--- config.mk ---
export PLATFORM = sky130hd
export DESIGN_NAME = pc_unit
export DESIGN_NICKNAME = d
export VERILOG_FILES = /design/src/rtl/pc_unit.sv
export SDC_FILE = /design/constraint.sdc
export NUM_CORES = 1
export LEC_CHECK = 0
export BUFFER_PORTS_ARGS = -buffer_cell sky130_fd_sc_hd__buf_2
export CAP_MARGIN = 0
export CORE_ASPECT_RATIO = 1.1
export CORE_MARGIN = 5
export CORE_UTILIZATION = 38
export CTS_CLUSTER_SIZE = 14
export DETAILED_ROUTE_END_ITERATION = 16
export PLACE_DENSITY = 0.66
export SYNTH_ARGS = -nofsm -noshare
export SYNTH_HDL_FRONTEND = slang
export SYNTH_SLANG_ARGS = --single-unit
--- constraint.sdc ---
create_clock -name clk -period 7.4 [get_ports clk]
set_clock_uncertainty 0.2 [all_clocks]
set_input_delay 0.74 -clock clk [delete_from_list [all_inputs] [get_ports clk]]
set_output_delay 0.74 -clock clk [all_outputs]
set_load 0.02 [all_outputs]
--- src/rtl/pc_unit.sv ---
// rtl/pc_unit.sv - Fetch-stage program counter with branch/load/trap redirect and circular return-address stack
//
// Ports:
//   clk, reset_n         rising-edge clock, asynchronous active-low reset
//   stall                freeze PC and RAS (trap still wins)
//   trap                 force PC to TRAP_VEC
//   sel_addr/loaded_addr absolute redirect
//   br_taken/incr        PC-relative redirect, incr is a signed byte offset
//   call                 with a redirect, push pc_seq onto the RAS
//   ret                  pop RAS top as target (acts as inc_pc when RAS empty)
//   inc_pc               sequential advance by ILEN_BYTES
//   pc_res               registered fetch address
//   pc_seq               pc_res + ILEN_BYTES
//   misaligned           registered pulse after a rejected misaligned target
//   ras_empty/ras_full   RAS occupancy flags
module pc_unit #(
    parameter int unsigned            XLEN       = 32,
    parameter logic [XLEN-1:0]        RESET_VEC  = '0,
    parameter logic [XLEN-1:0]        TRAP_VEC   = 'h100,
    parameter int unsigned            RAS_DEPTH  = 4,
    parameter int unsigned            ILEN_BYTES = 4
) (
    input  logic            clk,
    input  logic            reset_n,
    input  logic            stall,
    input  logic            trap,
    input  logic            sel_addr,
    input  logic [XLEN-1:0] loaded_addr,
    input  logic            br_taken,
    input  logic [XLEN-1:0] incr,
    input  logic            call,
    input  logic            ret,
    input  logic            inc_pc,
    output logic [XLEN-1:0] pc_res,
    output logic [XLEN-1:0] pc_seq,
    output logic            misaligned,
    output logic            ras_empty,
    output logic            ras_full
);

    localparam int unsigned PW = $clog2(RAS_DEPTH);
    localparam int unsigned CW = PW + 1;
    localparam logic [CW-1:0] FULL_CNT = CW'(RAS_DEPTH);

    logic [XLEN-1:0] ras [RAS_DEPTH];
    logic [PW-1:0]   wr_ptr;     // next slot to write; top entry sits just below it
    logic [CW-1:0]   count;

    logic [XLEN-1:0] pc_next;
    logic [XLEN-1:0] target;
    logic            mis_next;
    logic            push;
    logic            pop;
    logic [PW-1:0]   top_idx;

    assign pc_seq    = pc_res + XLEN'(ILEN_BYTES);
    assign ras_empty = (count == '0);
    assign ras_full  = (count == FULL_CNT);
    assign top_idx   = wr_ptr - 1'b1;

    always_comb begin
        pc_next  = pc_res;
        target   = pc_res;
        mis_next = 1'b0;
        push     = 1'b0;
        pop      = 1'b0;
        if (trap) begin
            pc_next = TRAP_VEC;
        end else if (stall) begin
            pc_next = pc_res;
        end else if (sel_addr || br_taken || (ret && !ras_empty)) begin
            if (sel_addr)
                target = loaded_addr;
            else if (br_taken)
                target = pc_res + incr;
            else
                target = ras[top_idx];
            if (target[1:0] != 2'b00) begin
                // Rejected target: divert to trap, leave the RAS untouched
                pc_next  = TRAP_VEC;
                mis_next = 1'b1;
            end else begin
                pc_next = target;
                // ret alongside a redirect is ignored; only the push happens
                push    = (sel_addr || br_taken) && call;
                pop     = !(sel_addr || br_taken);
            end
        end else if (inc_pc || ret) begin
            pc_next = pc_seq;
        end
    end

    always_ff @(posedge clk or negedge reset_n) begin
        if (!reset_n) begin
            pc_res     <= RESET_VEC;
            wr_ptr     <= '0;
            count      <= '0;
            misaligned <= 1'b0;
        end else begin
            pc_res     <= pc_next;
            misaligned <= mis_next;
            if (push) begin
                wr_ptr <= wr_ptr + 1'b1;
                // When full, the write slot holds the oldest entry, so it is overwritten
                if (!ras_full)
                    count <= count + 1'b1;
            end else if (pop) begin
                wr_ptr <= top_idx;
                count  <= count - 1'b1;
            end
        end
    end

    // Entry contents need no reset
    always_ff @(posedge clk) begin
        if (push)
            ras[wr_ptr] <= pc_seq;
    end

endmodule

# Word-level counts from Yosys, hierarchy flattened
# Memories as Yosys holds them, arrays and structs flattened.
# Cells that the tools add are included.
dict set report word_totals {
  n_memories 1
  mem_bits_rw 128
  reg_bits 38
  input_bits 73
}
# name words word_bits rd rd_ports_with_merged_regs wr line
set memory_table {}
lappend memory_table {ras 4 32 1 0 1 45} ;# logic [XLEN-1:0] ras [RAS_DEPTH];
dict set report classes {
  addsub 6
  reduce_logical 13
  n_mux 29
  n_eq_ne 3
}
# cell n
set op_table {}
lappend op_table {{2-to-1 mux 32 bit} 10}
lappend op_table {{adder 32 x 3 -> 32 bit (second input constant)} 1}
lappend op_table {{adder 32 bit} 1}
lappend op_table {{2-to-1 mux 1 bit} 14}
lappend op_table {{2-to-1 mux 3 bit} 3}
lappend op_table {{2-to-1 mux 2 bit} 2}
lappend op_table {{AND reduction 2 bit} 2}
lappend op_table {{nonzero test 2 bit} 2}
lappend op_table {{adder 3 x 1 -> 3 bit (second input constant)} 1}
lappend op_table {{== test 3 bit (second input constant)} 1}
lappend op_table {{zero test 3 bit} 1}
lappend op_table {{logical OR 1 bit} 3}
lappend op_table {{nonzero test 3 bit} 1}
lappend op_table {{subtractor 3 x 1 -> 3 bit (second input constant)} 1}
lappend op_table {{adder 2 x 1 -> 2 bit (second input constant)} 1}
lappend op_table {{logical AND 1 bit} 2}
lappend op_table {{zero test 1 bit} 2}
lappend op_table {{inequality test 2 x 1 -> 1 bit (second input constant)} 1}
lappend op_table {{inequality test 2 bit (second input constant)} 1}
lappend op_table {{subtractor 2 x 1 -> 2 bit (second input constant)} 1}

# Longest topological paths before layout
dict set report depth {
  ltp_word 14
  mapped_depth 12
}

# Worst setup path after synthesis
# No wires, ideal clock.
dict set report synth_timing {
  path_kind {input port to flip-flop}
  startpoint {input port incr[0]}
  endpoint {memory ras[0][0] (enable)}
  cell_stages 6
  arrival_time_ps 3109
  path_buffers 0
  t_required_ps 6808
  path_slack_ps 3699
  cell_sequence {ha_1 -> fa_1 -> nor4b_1 -> a21oi_1 -> nor4_1 -> and2_1}
}
dict set report synth_between {
  elab_chain_cells 13
}
# item line
set synth_rtl {}
lappend synth_rtl {{start, declared} 30} ;# input logic [XLEN-1:0] incr,
lappend synth_rtl {{adder 32 bit} 75} ;# target = pc_res + incr;
lappend synth_rtl {{2-to-1 mux 32 bit} 74} ;# else if (br_taken)
lappend synth_rtl {{2-to-1 mux 32 bit} 72} ;# if (sel_addr)
lappend synth_rtl {{2-to-1 mux 32 bit} 71} ;# end else if (sel_addr || br_taken || (ret && !ras_empty)) begin
lappend synth_rtl {{2-to-1 mux 32 bit} 69} ;# end else if (stall) begin
lappend synth_rtl {{2-to-1 mux 32 bit} 67} ;# if (trap) begin
lappend synth_rtl {{nonzero test 2 bit} 78} ;# if (target[1:0] != 2'b00) begin
lappend synth_rtl {{2-to-1 mux 1 bit} 78}
lappend synth_rtl {{2-to-1 mux 1 bit} 71}
lappend synth_rtl {{2-to-1 mux 1 bit} 69}
lappend synth_rtl {{2-to-1 mux 1 bit} 67}
lappend synth_rtl {{2-to-1 mux 1 bit} 116} ;# if (push)
lappend synth_rtl {{2-to-1 mux 1 bit (not written as such)} 117} ;# ras[wr_ptr] <= pc_seq;
lappend synth_rtl {{end, declared} 45}
# Every way passes these cells. The select of a mux whose other input is x is not followed.

# Final worst setup path
dict set report layout_timing {
  startpoint {input port br_taken}
  endpoint {memory ras[2][13] (enable)}
}
dict set report layout_between {
  elab_chain_cells 12
  elab_cells_between_ends 15
  cone_classes {mux: 11; reduce/logical: 4}
}
# item line
set layout_rtl {}
lappend layout_rtl {{start, declared} 29} ;# input logic br_taken,
lappend layout_rtl {{2-to-1 mux 32 bit} 74}
lappend layout_rtl {{2-to-1 mux 32 bit} 72}
lappend layout_rtl {{2-to-1 mux 32 bit} 71}
lappend layout_rtl {{2-to-1 mux 32 bit} 69}
lappend layout_rtl {{2-to-1 mux 32 bit} 67}
lappend layout_rtl {{nonzero test 2 bit} 78}
lappend layout_rtl {{2-to-1 mux 1 bit} 78}
lappend layout_rtl {{2-to-1 mux 1 bit (*)} 71}
lappend layout_rtl {{2-to-1 mux 1 bit (*)} 69}
lappend layout_rtl {{2-to-1 mux 1 bit (*)} 67}
lappend layout_rtl {{2-to-1 mux 1 bit (*)} 116}
lappend layout_rtl {{2-to-1 mux 1 bit (not written as such) (*)} 117}
# Mark *: on every way between the ends. The rest lies on a longest branch, timed or not. The select of a mux whose other input is x is not followed.

==> impl_metrics.tcl <==
set metrics [dict create \
    status "completed" \
    numPortBuffers 139 \
    fmax_ghz 0.214 \
    first_global_vias 6981 \
    netlist_instances 763 \
    synth_area_um2 9230 \
    drc_errors 0 \
    clock_sinks 166 \
    synth.lib_cells_used.distinct 81 \
    drv_cap 0 \
    path_clk_slew_ns 0.06 \
    start_util_pct 38.8 \
    maxSlewHeadroom_pct 28.4 \
    period_share_pct 63.1 \
    overflow 0 \
    synth_adder_area_share_pct 5.32 \
    hp-class "flip-flop to flip-flop" \
    critPathMaxFanout 30 \
    synth_flop_cell "edfxtp_1" \
    regArea_um2 4800 \
    drtPass1Iterations 5 \
    clock_latency_ns 0.43 \
    place.gp.congestion 0.879 \
    cts_hold_buffers 0 \
    start_kind "primary input" \
    ys_ff_latch 166 \
    final_nets 1009 \
    post_cts_buffers 0 \
    num_vias 7138 \
    worst_pin_slew_ns 1.07 \
    synth_edf_count 128 \
    synth-simple-area-share_pct 10.8 \
    areaGrowthSynthToFinish_pct 17.9 \
    p_leak_nw 4.44 \
    dp_hpwl_mm 19.6 \
    setup_viol 0 \
    final_common_cell "buf_2" \
    rsz0062_at_grt "no" \
    drtIter0Drc 762 \
    drive_gt1_share_pct 25.6 \
    worst_r2r_path_depth 11 \
    routed_wl_mm 27.4 \
    synth_top_area_share_pct 41.7 \
    cp.required_ns 7.31 \
    htree_levels 4 \
    synth_area_leaders "edfxtp_1, dfrtp_1, mux4_2, ha_1, xnor2_1" \
    cts_resized 0 \
    synth_compound_area_share_pct 16.0 \
    hold_violations 0 \
    clock_path_buffers 2 \
    final_cell_mix "buf_2, edfxtp_1, nand2_1, o21ai_0, nor2_1" \
    pin_count 140 \
    antenna_cells 0 \
    core_area_um2 23800 \
    multiInputGateArea_um2 4230 \
    crit_type "primary input to flip-flop" \
    timing.setup.tns_ns 0 \
    layout_min_cycle_time_ns 4.67 \
    cts_tree "done" \
    grt_first_pass_wirelength_mm 41.6 \
    clockRootBuffer "clkbuf_16" \
    vdd.ir_drop.worst_uv 173 \
    powerDensity_nw_per_um2 276 \
    endpoint_kind "flip-flop" \
    synth_async_sr_flop_share_pct 22.9 \
    grt_usage_pct 20.0 \
    grt_max_degree 39 \
    muxShareOfSynthArea_pct 8.42 \
    ant_nets 0 \
    antenna_found_initial 0 \
    synth_top_area_cell "edfxtp_1" \
    synth_area_per_cell_um2 12.1 \
    die_area_um2 27500 \
    synth_top_family_by_area "compound AO/OA/AOI/OAI gates" \
    yosys_warnings 0 \
    worstPathArrival_ns 4.58 \
    hold_depth 1 \
    maxSlewViolCount 0 \
    vias_per_cell 5.87 \
    nFillCells 2184 \
    ys_seq_area_share_pct 52.0 \
    rows 59 \
    wl_per_cell_um 22.6 \
    syn-num-nets 874 \
    hold_ws_ns 0.283 \
    cts_buffers 17 \
    die_w_um 159 \
    die_h_um 173 \
    synthXorXnorAreaFrac_pct 5.13 \
]
## sequential cells by signal, summed over array words and instances, names as in the netlist
name / cells
ras: 128
misaligned: 1
wr_ptr: 2
count: 3
pc_res: 32
## through the flow
step                      cells  area, um^2  utilization (%)  power, mW  setup WS [ns]
after floorplan             763        9230                -       1.81           3.70
after global placement     1184       10300             43.1       2.09           2.45
after detailed placement   1184       10300             43.1       2.09           2.23
after CTS                  1216       10900             45.8       3.02           2.73
after global routing       1216       10900             45.8       3.15           2.45
final                      1216       10900             45.8       3.01           2.73
## worst paths after layout
check                          start    endpoint  slack, ns
max                         br_taken  ras[2][13]       2.73
min                         count[2]    count[2]       0.28
max reg2reg                wr_ptr[0]  pc_res[24]       2.97
min reg2reg                 count[2]    count[2]       0.28
max in group asynchronous    reset_n   wr_ptr[0]       6.01
min in group asynchronous    reset_n   pc_res[2]       0.30
## layout make-up
class                   count  area share, %
flip-flops and latches    166           44.1
inverters                  17          0.587
well taps                 305           3.51
clock buffers              21           4.14
clock inverters            11           1.60
repair buffers            150           7.16
multi-input cells         546           38.9
## cell usage after synthesis, drive strengths merged, types with 3 or more instances
library cell and instances:
a211oi 12, a21boi 3, a21o 22, a21oi 46
a22o 3, a22oi 18, a2bb2oi 4, and2 8
and3 11, buf 15, clkbuf 19, dfrtp 38
edfxtp 128, ha 36, inv 15, mux2i 9
mux4 30, nand2 56, nand2b 4, nand3 29
nand4 9, nor2 49, nor3 11, nor3b 5
o211ai 6, o21a 3, o21ai 64, o21bai 3
o221ai 5, o22ai 4, o31ai 3, or3 5
xnor2 40, xor2 14
## per-layer routing
metal  up-vias  GRT usage (%)  routed length (um)
li1       3227              -                   -
met1      3501           27.6               11400
met2       353           31.2               12800
met3        57           3.97                2350
met4         0           7.82                 854
met5         -              0                   0
## power breakdown
| group | internal (mW) | switching, mW | leakage, nW |
|---|---|---|---|
| registers | 1.06 | 0.0565 | 1.70 |
| clock network | 0.575 | 0.360 | 0.296 |
| logic | 0.410 | 0.547 | 2.45 |
## cells by family (layout without fill, tap and decap cells)
logic type | after synthesis | count (layout)
buffers and inverters | 51 | 199
adders and majority gates | 38 | 38
DFF | 166 | 166
xor gates and xnor gates | 54 | 54
muxes | 40 | 40
and+or+nand+nor | 196 | 196
AOI/OAI and AO/OA | 218 | 218
## critical path, stage by stage
cell and delay [ns]:
buf_2 0.61, clkinv_1 0.71, nand2_1 0.54, nand2_1 0.13, nor4_1 0.65, and2_1 0.76, buf_4 0.41
No activity file was read; power rests on OpenSTA's default activity.
